## src/rtl/student_ctrl.sv

```systemverilog
// student_ctrl: moves the student sprite horizontally and runs its jump arc.
// Buttons are synchronized, and all motion advances once per unpaused frame tick.
// Optional build macro STUDENT_WRAP_EN makes horizontal motion wrap to the
// opposite screen edge. Without it, horizontal motion clamps at the edges.
// Handshake: upd_done is a one-cycle pulse in the cycle after each
// tick-driven update. It has no ready and cannot be back-pressured.
module student_ctrl #(
   parameter int SCREEN_W   = 640,
   parameter int SPRITE_SZ  = 32,
   parameter int GROUND_Y   = 416,
   parameter int STEP_X     = 2,
   parameter int STEP_Y     = 4,
   parameter int JUMP_H     = 64,
   parameter int APEX_TICKS = 8
) (
   input  logic        clk,
   input  logic        rst_n,
   input  logic        frame_tick,
   input  logic        btn_left,
   input  logic        btn_right,
   input  logic        btn_jump,
   input  logic        pause,
   output logic [10:0] student_x,
   output logic [9:0]  student_y,
   output logic [1:0]  jump_state,
   output logic        facing_left,
   output logic        upd_done
);

   localparam int X_MAX  = SCREEN_W - SPRITE_SZ;
   localparam int APEX_Y = GROUND_Y - JUMP_H;
   localparam int CW     = (APEX_TICKS > 1) ? $clog2(APEX_TICKS) : 1;

   localparam logic [11:0]   STEP_X_W  = 12'(STEP_X);
   localparam logic [11:0]   X_MAX_W   = 12'(X_MAX);
   localparam logic [10:0]   X_MAX_N   = 11'(X_MAX);
   localparam logic [10:0]   X_HOME    = 11'(X_MAX / 2);
   localparam logic [10:0]   STEP_Y_W  = 11'(STEP_Y);
   localparam logic [10:0]   GROUND_W  = 11'(GROUND_Y);
   localparam logic [10:0]   APEX_W    = 11'(APEX_Y);
   localparam logic [9:0]    GROUND_N  = 10'(GROUND_Y);
   localparam logic [9:0]    APEX_N    = 10'(APEX_Y);
   localparam logic [CW-1:0] APEX_LAST = CW'(APEX_TICKS - 1);

   typedef enum logic [1:0] {
      S_IDLE = 2'd0,
      S_RISE = 2'd1,
      S_APEX = 2'd2,
      S_FALL = 2'd3
   } jump_t;

   jump_t         state_q, state_next;
   logic [10:0]   x_q, x_next;
   logic [9:0]    y_q, y_next;
   logic          facing_q, facing_next;
   logic [CW-1:0] cnt_q, cnt_next;
   logic          upd_pend;
   logic [1:0]    left_sync, right_sync, jump_sync;
   logic          left_s, right_s, jump_s;
   logic          valid;
   logic [11:0]   x_sum, x_dif;
   logic [10:0]   y_inc, y_dec;

   assign left_s  = left_sync[1];
   assign right_s = right_sync[1];
   assign jump_s  = jump_sync[1];
   assign valid   = frame_tick & ~pause;

   assign student_x   = x_q;
   assign student_y   = y_q;
   assign jump_state  = state_q;
   assign facing_left = facing_q;

   // Two-flop synchronizers bring the asynchronous buttons into the clk domain.
   always_ff @(posedge clk or negedge rst_n) begin
      if (!rst_n) begin
         left_sync  <= 2'b00;
         right_sync <= 2'b00;
         jump_sync  <= 2'b00;
      end else begin
         left_sync  <= {left_sync[0], btn_left};
         right_sync <= {right_sync[0], btn_right};
         jump_sync  <= {jump_sync[0], btn_jump};
      end
   end

   // Horizontal step with edge handling: clamp by default, wrap when enabled.
   always_comb begin
      x_next      = x_q;
      facing_next = facing_q;
      x_sum       = {1'b0, x_q} + STEP_X_W;
      x_dif       = {1'b0, x_q} - STEP_X_W;
      if (valid) begin
         if (left_s && !right_s) begin
            facing_next = 1'b1;
            if ({1'b0, x_q} < STEP_X_W) begin
`ifdef STUDENT_WRAP_EN
               x_next = X_MAX_N;
`else
               x_next = 11'd0;
`endif
            end else begin
               x_next = x_dif[10:0];
            end
         end else if (right_s && !left_s) begin
            facing_next = 1'b0;
            if (x_sum > X_MAX_W) begin
`ifdef STUDENT_WRAP_EN
               x_next = 11'd0;
`else
               x_next = X_MAX_N;
`endif
            end else begin
               x_next = x_sum[10:0];
            end
         end
      end
   end

   // Jump FSM next state: rise to the apex, hold for APEX_TICKS ticks, fall to ground.
   always_comb begin
      state_next = state_q;
      y_next     = y_q;
      cnt_next   = cnt_q;
      y_inc      = {1'b0, y_q} + STEP_Y_W;
      y_dec      = {1'b0, y_q} - STEP_Y_W;
      if (valid) begin
         case (state_q)
            S_IDLE: begin
               if (jump_s) begin
                  // The tick that launches the jump also takes the first step up.
                  if (y_dec <= APEX_W) begin
                     y_next     = APEX_N;
                     state_next = S_APEX;
                  end else begin
                     y_next     = y_dec[9:0];
                     state_next = S_RISE;
                  end
                  cnt_next = '0;
               end
            end
            S_RISE: begin
               if (y_dec <= APEX_W) begin
                  y_next     = APEX_N;
                  state_next = S_APEX;
                  cnt_next   = '0;
               end else begin
                  y_next = y_dec[9:0];
               end
            end
            S_APEX: begin
               if (cnt_q == APEX_LAST) begin
                  state_next = S_FALL;
                  cnt_next   = '0;
               end else begin
                  cnt_next = cnt_q + 1'b1;
               end
            end
            S_FALL: begin
               if (y_inc >= GROUND_W) begin
                  y_next     = GROUND_N;
                  state_next = S_IDLE;
               end else begin
                  y_next = y_inc[9:0];
               end
            end
            default: begin
               state_next = S_IDLE;
               y_next     = GROUND_N;
               cnt_next   = '0;
            end
         endcase
      end
   end

   // State and position registers. Reset puts the sprite at centre, on the ground.
   always_ff @(posedge clk or negedge rst_n) begin
      if (!rst_n) begin
         state_q  <= S_IDLE;
         x_q      <= X_HOME;
         y_q      <= GROUND_N;
         facing_q <= 1'b0;
         cnt_q    <= '0;
      end else begin
         state_q  <= state_next;
         x_q      <= x_next;
         y_q      <= y_next;
         facing_q <= facing_next;
         cnt_q    <= cnt_next;
      end
   end

   // upd_done trails the output update by one cycle.
   always_ff @(posedge clk or negedge rst_n) begin
      if (!rst_n) begin
         upd_pend <= 1'b0;
         upd_done <= 1'b0;
      end else begin
         upd_pend <= valid;
         upd_done <= upd_pend;
      end
   end

endmodule

```

## config.mk

```make
export PLATFORM = sky130hd
export DESIGN_NAME = student_ctrl
export DESIGN_NICKNAME = d
export VERILOG_FILES = /design/src/rtl/student_ctrl.sv
export SDC_FILE = /design/constraint.sdc
export NUM_CORES = 1
export LEC_CHECK = 0
export CORE_MARGIN = 2
export CORE_UTILIZATION = 50
export DETAILED_ROUTE_END_ITERATION = 7
export PLACE_DENSITY = 0.8
export SETUP_SLACK_MARGIN = 0.3
export SLEW_MARGIN = 20
export SYNTH_ARGS = -nofsm -noshare
export SYNTH_HDL_FRONTEND = slang
export SYNTH_SLANG_ARGS = --single-unit
```

## constraint.sdc

```tcl
create_clock -name clk -period 2.3 [get_ports clk]
set_clock_uncertainty 0.05 [all_clocks]
set_input_delay 0.69 -clock clk [delete_from_list [all_inputs] [get_ports clk]]
set_output_delay 0.69 -clock clk [all_outputs]
set_load 0.03 [all_outputs]
```

* Word-level counts from Yosys, hierarchy flattened
Cells that the tools add are included.
** Word-level totals
- Register bits :: 35
- Input port bits :: 7
- Output and inout port bits :: 25
- Word-level logic and storage cells :: 61
** Cells by class
- Add/subtract/negate cells :: 5
- $lt $le $gt $ge :: 4
- Eq/ne operators :: 8
- Mux-type cells :: 20
- Bitwise operators :: 2
- Reductions and logical operators :: 12
** Operator list (number)
- $mux W11 :: 4
- $mux W10 :: 3
- $pmux W10 S3 :: 1
- $add A11 B2 Y12 const B :: 1
- $gt A12 B10 Y1 const B :: 1
- $add A10 B3 Y11 const B :: 1
- $ge A11 B9 Y1 const B :: 1
- $le A11 B9 Y1 const B :: 1
- $lt A11 B2 Y1 const B :: 1
- $sub A10 B3 Y11 const B :: 1
- $sub A11 B2 Y11 const B :: 1
- $mux W2 :: 5
- $mux W3 :: 3
- $pmux W3 S3 :: 1
- $ne A2 B2 Y1 const B :: 4
- $pmux W2 S4 :: 1
- $reduce_bool A3 Y1 :: 2
- $reduce_and A5 Y1 :: 1
- $eq A2 B2 Y1 const B :: 2
- $reduce_and A4 Y1 :: 1
- $add A3 B1 Y3 const B :: 1
- $eq A3 B3 Y1 const B :: 1
- $reduce_and A3 Y1 :: 1
- $eq A2 B1 Y1 const B :: 1
- other kinds (8) :: 11

* Depth between registers and ports, before layout
Gate-level depths: netlist (run 1).
- Word-level depth :: 5
- Gate-level depth with buffers :: 9
- Gate-level depth less buffers :: 8

* Least setup slack after synthesis (run 1)
Ideal clock, no wire load.
- Path type :: reg2reg
- Start :: register x_q[1], in the netlist student_x[1]
- End :: register x_q[8], in the netlist student_x[8]
- Setup time :: 0.091 ns
- Data arrival time :: 2.420 ns
- Data required time :: 2.159 ns
- Slack :: -0.260 ns
- Stages on the path, launching flop included :: 8
- Path buffers :: 1
- Cells stage by stage :: dfrtp_1 ha_1 and4_1 clkbuf_1 o2111ai_1 a211oi_1 a41oi_1 o31ai_1
** On the way
- Longest elaborated chain between the ends :: 5
- Elaborated cells between the ends (all ways) :: 8
- Those cells by class :: 2 x add/sub; 2 x order compare; 4 x mux
** Ends and longest elaborated chain
- start: declaration :: line 53 : logic [10:0] x_q, x_next;
- start signal: assignment :: line 186 : x_q <= x_next;
- $add A11 B2 Y12 :: line 91 : x_sum = {1'b0, x_q} + STEP_X_W;
- $gt A12 B10 Y1 :: line 107 : if (x_sum > X_MAX_W) begin
- $mux W11 :: line 107
- $mux W11 :: line 105 : end else if (right_s && !left_s) begin
- $mux W11 * :: line 94 : if (left_s && !right_s) begin
Every way passes the cells marked *; elsewhere a longest branch is shown, timed or not. The select of a mux whose other input is x is not followed.
A chain may end at the register's enable or synchronous reset.

* Final worst setup path (run 1)
- Start :: register y_q[5], in the netlist student_y[5]
- End :: register y_q[4], in the netlist student_y[4]
** On the way
- Longest elaborated chain between the ends :: 5
- Elaborated cells between the ends (all ways) :: 8
- Those cells by class :: 2 x add/sub; 2 x order compare; 4 x mux
** Ends and longest elaborated chain
- start: declaration :: line 54 : logic [9:0] y_q, y_next;
- start signal: assignment :: line 187 : y_q <= y_next;
- $sub A10 B3 Y11 :: line 126 : y_dec = {1'b0, y_q} - STEP_Y_W;
- $le A11 B9 Y1 :: line 132, 143
- $mux W10 :: line 132, 143
- $mux W10 :: line 130 : if (jump_s) begin
- $pmux W10 S3 * :: line 128 : case (state_q)
Marked as above.

==> results_dict.tcl, run 1 <==
set metrics [dict create \
    status "finished with violations" \
    violations "setup timing" \
    drt_iter0_markers 375 \
    placed_area_um2 3150 \
    die_h_um 74.7 \
    coreArea_um2 4750 \
    p_per_area_nw_per_um2 1260 \
    h-tree-depth 2 \
    dr_wl_met3_um 886 \
    worst-endpoint-arrival_ns 2.56 \
    multiInputGateArea_um2 2060 \
    syn_area_um2 2500 \
    worstSetupEndpointType "register" \
    final_common_cell "buf_4" \
    yosys_warnings 0 \
    setup_viol 11 \
    p_total_uw 5290 \
    worstMarginPinSlew_ns 0.566 \
    cts_sinks 32 \
    startpoint_type "register" \
    power_leakage_uw 0.00177 \
    topRoutingLayerUsed "met4" \
    rsz0062_at_grt "yes" \
    async_reset_ff_share_pct 100 \
    post-route-drc-count 0 \
    worst_slew_margin_rel_pct 62.0 \
    yosys.area_share.simple_pct 23.8 \
    synthAdderAreaFrac_pct 6.01 \
    share_comb_of_total_power_pct 70.4 \
    worst_slack_ns -0.134 \
    layout.area.seq_um2 818 \
    min-delay-start "left_sync[0]" \
    globalRouteOverflowTotal 0 \
    dpl_worst_slack_ns -0.112 \
    min-delay-path-class "reg2reg" \
    start_util_pct 52.5 \
    nets 427 \
    clk_path_buf_depth 2 \
    max_cap_viol_count 0 \
    antenna_cells 0 \
    grt_pass1_wl_mm 13.2 \
    r2r-end "student_y[4]" \
    chipWidth_um 74.7 \
    wl_met1_mm 3.67 \
    cts-root-buf "clkbuf_8" \
    final_cell_mix "buf_4, buf_6, nor2_1" \
    syn_to_final_growth_pct 67.8 \
    gp_congestion 0.914 \
    ant_nets 0 \
    dr.pass1.iters 6 \
    port-buffer-count 28 \
    critical_path_class "reg2reg" \
    die_area_um2 5580 \
    path_max_fanout 7 \
    clock_latency_ns 0.30 \
    synth-seq-cells 32 \
    period_share_pct 106 \
    antenna_found_initial 0 \
    slew_viol_final 0 \
    synth_edf_count 0 \
    first_global_vias 2823 \
    hold_path_depth 0 \
    synth_xor_area_share_pct 1.40 \
    seqPwrFrac_pct 18.7 \
    hold_viol 0 \
    wl_per_cell_um 22.9 \
    p_clk_share_pct 10.8 \
    layout.core_utilization_pct 88.1 \
    routed_via_density 6.65 \
    synth-seq-area-share_pct 32.4 \
    swShare_pct 47.8 \
    crit_required_ns 2.43 \
    synth_top_flop_cell "dfrtp_1" \
    num_io_pins 32 \
    cts_tree "done" \
    synth-compound-area-share_pct 25.2 \
    dp_hpwl_mm 4.81 \
    wl_met2_mm 5.70 \
    irDropWorstVdd_mv 1.04 \
    intPower_uw 2760 \
    post_synth_inst_count 299 \
    syn_avg_cell_area_um2 8.35 \
    stdcell_count 476 \
    period_needed_ns 2.43 \
    regToRegSetupSlack_ns -0.13 \
    synthMuxAreaShare_pct 3.36 \
    placedCellCount 411 \
    grt_max_degree 33 \
    timing.fmax_mhz 411 \
    fillers 222 \
    drive_gt1_share_pct 53.5 \
    numCtsBuffers 5 \
    vias 3167 \
    reg2reg_depth 9 \
    ys_types 65 \
    rows 25 \
    final_area_um2 4190 \
    net-switching-power_uw 2530 \
    clkTransAtPathRegs_ns 0.08 \
    routed_wl_mm 10.9 \
    track_usage_pct 31.1 \
    r2r_start "student_y[5]" \
    min_to "left_sync[1]" \
    synth_top_family_by_area "compound AO/OA/AOI/OAI gates" \
]
==> registers in the layout, summed over array words and instances (netlist names) <==
register,flops
student_x,10
upd_done,1
left_sync,2
jump_sync,2
upd_pend,1
cnt_q,3
student_y,8
facing_left,1
right_sync,2
jump_state,2
==> worst max-delay path, cell delays in order (launching register included) <==
cell and delay, ns:
dfstp_2 0.55, buf_4 0.11, buf_6 0.13, and3_4 0.21, nand3_2 0.11, o31ai_1 0.30
or4_4 0.20, buf_2 0.21, o21ai_1 0.11, a211o_1 0.33
==> metrics by stage <==
step / setup TNS, ns / hold slack, ns
final: -0.702 / 0.301
after global routing: -1.26 / 0.304
after CTS: 0 / 0.309
after detailed placement: -0.523 / 0.294
after global placement: -0.191 / 0.282
after floorplan: -0.0309 / 0.281
==> worst max-delay path by stage <==
stage | startpoint | end | slack (ns) | depth (start not counted)
after floorplan | student_y[6] | student_y[9] | -0.02 | 7
after global placement | pause | student_y[9] | -0.07 | 5
after detailed placement | pause | student_y[9] | -0.11 | 5
after CTS | student_y[5] | cnt_q[0] | 0.01 | 6
after global routing | student_y[2] | jump_state[0] | -0.16 | 11
final | student_y[5] | student_y[4] | -0.13 | 9
==> metal layers <==
metal  up-vias  GRT usage (%)
li1       1312              -
met1      1491           35.7
met3        85           5.09
met4         0           15.1
met2       279           56.2
met5         -              0
==> power groups by stage <==
| stage | Combinational [uW] | Sequential (uW) | Clock [uW] |
|---|---|---|---|
| after global routing | 3890 | 1000 | 592 |
| after global placement | 2230 | 1010 | 0 |
| final | 3720 | 991 | 574 |
| after detailed placement | 2280 | 1010 | 0 |
| after CTS | 2870 | 966 | 557 |
| after floorplan | 1310 | 1220 | 0 |
==> timing repair <==
action	4_1_cts	5_1_grt
setup buffers	41	16
hold buffers	0	0
pin swaps	22	33
endpoints found under the setup margin	45	32
gates resized for setup	99	72
==> cell usage after synthesis, types with 2 or more instances <==
cell type | n | area (um^2)
or4_1 | 4 | 30.0
a211oi_1 | 6 | 45.0
o21ai_1 | 10 | 50.1
nand3_1 | 10 | 50.1
a211o_1 | 3 | 26.3
nand4_1 | 3 | 18.8
nor2_1 | 23 | 86.3
buf_2 | 5 | 25.0
xnor2_1 | 2 | 17.5
o31ai_1 | 3 | 22.5
a221o_1 | 2 | 20.0
a22oi_1 | 4 | 30.0
nor4_1 | 3 | 18.8
and3_1 | 7 | 43.8
a21o_1 | 2 | 15.0
dfstp_2 | 6 | 158
mux2i_1 | 5 | 50.1
nor3b_1 | 3 | 22.5
a31oi_1 | 5 | 31.3
dfrtp_1 | 26 | 651
o21ai_0 | 14 | 70.1
xor2_1 | 2 | 17.5
nand2_1 | 15 | 56.3
or4b_1 | 2 | 20.0
a21oi_1 | 17 | 85.1
inv_1 | 21 | 78.8
clkbuf_1 | 13 | 48.8
nor2b_1 | 2 | 12.5
or3_1 | 10 | 62.6
nor3_1 | 6 | 30.0
a41oi_1 | 2 | 17.5
ha_1 | 12 | 150
nand2b_1 | 7 | 43.8
mux2_1 | 3 | 33.8
o21bai_1 | 2 | 15.0
buf_4 | 4 | 30.0
o22ai_1 | 7 | 43.8
==> cell type report <==
cell class                 instances  area share [%]
tap                               67            2.00
clock buffer                       6            1.73
clock inverter                     2           0.836
inverter                          21            1.94
sequential                        32            19.5
timing repair buffer             123            24.8
multi-input combinational        225            49.1
==> cell families after synthesis <==
group | count (synthesis)
AND/OR/NAND/NOR | 106
AO/OA/AOI/OAI | 92
other | 1
buffers and inverters | 44
adder cells (fa/ha/maj) | 12
flip-flops | 32
XOR/XNOR | 4
multiplexers | 8
(Power assumes the default switching activity.)
==> inputs of run 2 (changes only) <==
--- a/config.mk
+++ b/config.mk
@@ -6,9 +6,9 @@
 export NUM_CORES = 1
 export LEC_CHECK = 0
 export CORE_MARGIN = 2
-export CORE_UTILIZATION = 50
+export CORE_UTILIZATION = 55
 export DETAILED_ROUTE_END_ITERATION = 7
-export PLACE_DENSITY = 0.8
+export PLACE_DENSITY = 0.83
 export SETUP_SLACK_MARGIN = 0.3
 export SLEW_MARGIN = 20
 export SYNTH_ARGS = -nofsm -noshare
==> constraint.sdc (replaced) <==
create_clock -name clk -period 2.51 [get_ports clk]
set_clock_uncertainty 0.05 [all_clocks]
set_input_delay 0.753 -clock clk [delete_from_list [all_inputs] [get_ports clk]]
set_output_delay 0.753 -clock clk [all_outputs]
set_load 0.03 [all_outputs]
==> run 2 against run 1 <==
The run now ends clean. Worst setup slack better by 0.14 ns. Via count fell by 3.5%. Combinational power shrank 19%. Non-clock buffer count is 28 lower. Sequential power decreased by 0.5%. Clock power fell by 23%. Critical path type unchanged.
==> results_dict.tcl, run 2 (same netlist as run 1, synthesis figures left out) <==
set metrics [dict create \
    path_max_fanout 8 \
    first_global_vias 2462 \
    placedCellCount 374 \
    die_area_um2 5100 \
    fillers 198 \
    setup_viol 0 \
    startpoint_type "register" \
    start_util_pct 57.4 \
    multiInputGateArea_um2 1920 \
    drt_iter0_markers 539 \
    clkTransAtPathRegs_ns 0.07 \
    clock_latency_ns 0.28 \
    max_cap_viol_count 0 \
    timing.fmax_mhz 400 \
    layout.area.seq_um2 818 \
    cts-hold-fix-buffers 0 \
    ant_nets 0 \
    power_leakage_uw 0.00160 \
    status "complete, no violations" \
    worstMarginPinSlew_ns 0.489 \
    gp_congestion 0.907 \
    drive_gt1_share_pct 42.3 \
    largest_reg_flops 10 \
    dp_hpwl_mm 4.40 \
    final_common_cell "buf_4" \
    irDropWorstVdd_mv 0.923 \
    crit_path_max_incr_delay_ns 0.62 \
    final_area_um2 3790 \
    wl_per_cell_um 23.0 \
    port-buffer-count 28 \
    rsz0062_at_grt "yes" \
    tns_ns 0 \
    track_usage_pct 29.4 \
    critical_path_class "reg2reg" \
    worst-endpoint-arrival_ns 2.65 \
    syn_to_final_growth_pct 52.0 \
    whs_ns 0.301 \
    antenna_cells 0 \
    worst_slew_margin_rel_pct 67.0 \
    cts_tree "done" \
    crit_chain "buf_12, buf_4, and3_4, and3_4, a21oi_1, or4_4, buf_6, o21ai_0, a21oi_1" \
    worstSetupEndpointType "register" \
    dr.pass1.iters 6 \
    coreArea_um2 4350 \
    vias 3056 \
    crit_path_top_delay_cell "or4_4" \
    placed_area_um2 2910 \
    globalRouteOverflowTotal 0 \
    grt_max_degree 33 \
    critPathTopFamily "simple AND/OR/NAND/NOR gates" \
    clk_path_buf_depth 2 \
    routed_wl_mm 9.97 \
    h-tree-depth 2 \
    die_h_um 71.4 \
    chipWidth_um 71.4 \
    nets 399 \
    cts-root-buf "clkbuf_8" \
    period_share_pct 99.6 \
    rows 24 \
    period_needed_ns 2.50 \
    routed_via_density 7.06 \
    p_total_uw 4450 \
    min-delay-path-class "reg2reg" \
    hold_viol 0 \
    stdcell_count 433 \
    path_buf_inv 3 \
    num_io_pins 32 \
    grt_pass1_wl_mm 12.0 \
    slew_viol_final 0 \
    antenna_found_initial 0 \
    crit_required_ns 2.66 \
    p_per_area_nw_per_um2 1170 \
    final_cell_mix "buf_4, nor2_1, dfrtp_1" \
    numCtsBuffers 5 \
    cts_sinks 32 \
    post-route-drc-count 0 \
]
## run 2: report_power, final
part           switching, uW  internal (uW)
registers                291            695
clock network            191            250
logic                   1660           1360
## run 2: per-layer routing
| metal | track usage [%] | routed length, um |
|---|---|---|
| met2 | 44.2 | 4540 |
| met1 | 41.7 | 3750 |
| met4 | 9.85 | 585 |
| met5 | 0 | 0 |
| met3 | 7.17 | 1100 |
## run 2: stage by stage
stage	utilization [%]	setup slack (ns)
CTS	76.1	0.156
floorplan	-	0.191
detailed placement	66.8	0.0520
finish	87.2	0.00928
global placement	66.8	0.0967
global route	87.2	-0.0301
## run 2: final timing paths
path / start / slack, ns / cells after the start / end
worst max-delay path: student_y[4] / 0.009 / 9 / student_y[5]
worst min-delay path: jump_sync[0] / 0.30 / 0 / jump_sync[1]
max in group asynchronous: rst_n / 1.26 / 2 / student_x[5]
worst max register to register: student_y[4] / 0.009 / 9 / student_y[5]
min in group asynchronous: rst_n / 0.81 / 2 / jump_state[1]
worst min register to register: jump_sync[0] / 0.30 / 0 / jump_sync[1]
## run 2: final cells by class
class,instances,area share [%]
Timing Repair Buffer,95,21.4
Multi-Input combinational cell,225,50.5
Tap cell,52,1.71
Sequential cell,32,21.6
Clock buffer,8,2.64
Inverter,21,2.18
## run 2: worst register-to-register path: cells and delay by family, from the launching register on
family          cells  cell delay, ns
simple gates        3            1.09
compound gates      3            0.43
flops               1            0.45
buf+inv             3            0.41
## run 2: what timing repair did
action	in CTS	in global routing
pin swaps	14	29
buffers inserted	25	26
resized for setup	41	65
endpoints found under the setup margin	38	28
gates cloned	0	0
==> inputs of run 3 (changes only) <==
==> constraint.sdc (replaced) <==
create_clock -name clk -period 2.51 [get_ports clk]
set_clock_uncertainty 0.05 [all_clocks]
set_input_delay 0.502 -clock clk [delete_from_list [all_inputs] [get_ports clk]]
set_output_delay 0.502 -clock clk [all_outputs]
set_load 0.03 [all_outputs]
==> run 3 against run 2 <==
Worst setup slack better by 0.11 ns. Via count is 5.3% lower. Non-clock buffer count fell by 11. Sequential share of layout area grew 1.0 points. Critical endpoint is now student_y[9]. Power decreased by 6.7%. Core utilization is 4.1 points lower. Maximum frequency rose by 4.6%. Die area unchanged. Sequential power down 2.3%. Final area down 4.7%.
==> results_dict.tcl, run 3 (same netlist as run 1, synthesis figures left out) <==
set metrics [dict create \
    numCtsBuffers 5 \
    max_cap_viol_count 0 \
    worstMarginPinSlew_ns 0.602 \
    h-tree-depth 2 \
    path_max_fanout 6 \
    clk_path_buf_depth 2 \
    hold_path_depth 0 \
    crit_path_max_incr_delay_ns 0.58 \
    cts-root-buf "clkbuf_8" \
    tns_ns 0 \
    syn_to_final_growth_pct 44.8 \
    first_global_vias 2610 \
    routed_via_density 6.86 \
    clock_latency_ns 0.29 \
    nets 388 \
    rsz0062_at_grt "yes" \
    irDropWorstVdd_mv 0.819 \
    cts_tree "done" \
    num_io_pins 32 \
    power_leakage_uw 0.00147 \
    globalRouteOverflowTotal 0 \
    crit_path_top_delay_cell "or4_4" \
    period_needed_ns 2.39 \
    dr.pass1.iters 5 \
    worst-endpoint-arrival_ns 2.55 \
    grt_max_degree 33 \
    vias 2895 \
    routed_wl_mm 8.83 \
    crit_chain "or4_4, or3_4, a21oi_4, a31oi_4, or4_1, o221ai_2" \
    p_per_area_nw_per_um2 1150 \
    timing.fmax_mhz 418 \
    crit_required_ns 2.67 \
    rows 24 \
    cts-hold-fix-buffers 0 \
    min-delay-path-class "reg2reg" \
    grt_pass1_wl_mm 12.4 \
    worst_slack_ns 0.118 \
    dp_hpwl_mm 4.52 \
    die_h_um 71.4 \
    port-buffer-count 28 \
    cts_sinks 32 \
    post-route-drc-count 0 \
    whs_ns 0.299 \
    startpoint_type "register" \
    critical_path_class "reg2reg" \
    status "complete, no violations" \
    ant_nets 0 \
    setup_viol 0 \
    worst_slew_margin_rel_pct 59.9 \
    final_common_cell "buf_4" \
    coreArea_um2 4350 \
    reg2reg_depth 6 \
    wl_per_cell_um 20.9 \
    chipWidth_um 71.4 \
    largest_reg_flops 10 \
    drt_iter0_markers 475 \
    fillers 238 \
    start_util_pct 57.4 \
    antenna_found_initial 0 \
    period_share_pct 95.3 \
    dpl_worst_slack_ns 0.129 \
    die_area_um2 5100 \
    clkTransAtPathRegs_ns 0.08 \
    drive_gt1_share_pct 36.8 \
    track_usage_pct 30.2 \
    antenna_cells 0 \
    gp_congestion 0.959 \
    hold_viol 0 \
    worstSetupEndpointType "register" \
    final_cell_mix "buf_4, clkdlybuf4s50_1, nor2_1" \
    slew_viol_final 0 \
]
run 3: cell types whose count changed in the layout (fill, tap and decap cells not counted), moves of 3 or more:
cell / change
o21ai_1: +3
a21oi_1: +5
a21oi_2: -4
buf_4: -8
dlygate4sd2_1: -13
clkdlybuf4s50_1: +17
run 3: timing repair:
| item | CTS | global route |
|---|---|---|
| gates cloned | 0 | 0 |
| endpoints found under the setup margin | 22 | 26 |
| pin swaps | 11 | 14 |
| buffers inserted | 25 | 16 |
| resized for setup | 26 | 40 |
run 3: layout make-up:
class / count / area [um^2] / share of cell area, %
multi-input cells: 225 / 1850 / 51.0
clock buffers: 8 / 100 / 2.77
repair buffers: 84 / 711 / 19.6
well taps: 52 / 65.1 / 1.80
flip-flops and latches: 32 / 817 / 22.6
inverters: 21 / 78.8 / 2.18
run 3: final timing paths:
| kind | startpoint | to | slack (ns) |
|---|---|---|---|
| max in group asynchronous | rst_n | student_y[5] | 1.50 |
| min | jump_sync[0] | jump_sync[1] | 0.30 |
| min in group asynchronous | rst_n | student_y[4] | 0.55 |
| min reg2reg | jump_sync[0] | jump_sync[1] | 0.30 |
| max | student_y[6] | student_y[9] | 0.12 |
| max reg2reg | student_y[6] | student_y[9] | 0.12 |
run 3: through the flow:
step,utilization (%),cell area [um^2],total power [uW],instances
floorplan,-,2590,2260,301
CTS,76.2,3320,3660,406
global placement,66.6,2900,2760,373
global route,83.1,3620,4330,422
detailed placement,66.6,2900,2820,373
finish,83.1,3620,4150,422
run 3: layer usage:
metal  track usage [%]  vias up  share of wire (%)
li1                  -     1231                  -
met1              39.9     1373                 38
met2              47.4      230                 47
met3              6.05       61                9.0
met4              14.5        0                5.6
met5                 0        -                  0
run 3: power breakdown:
group | internal (uW) | switching, uW | leakage (uW)
registers | 694 | 269 | 0.000367
clock network | 251 | 207 | 0.0000515
logic | 1210 | 1520 | 0.00106
run 3: critical path, delay by kind of cell, from the launching register on:
| family | cells | cell delay, ns |
|---|---|---|
| simple gates | 3 | 1.42 |
| compound gates | 3 | 0.41 |
| flops | 1 | 0.43 |
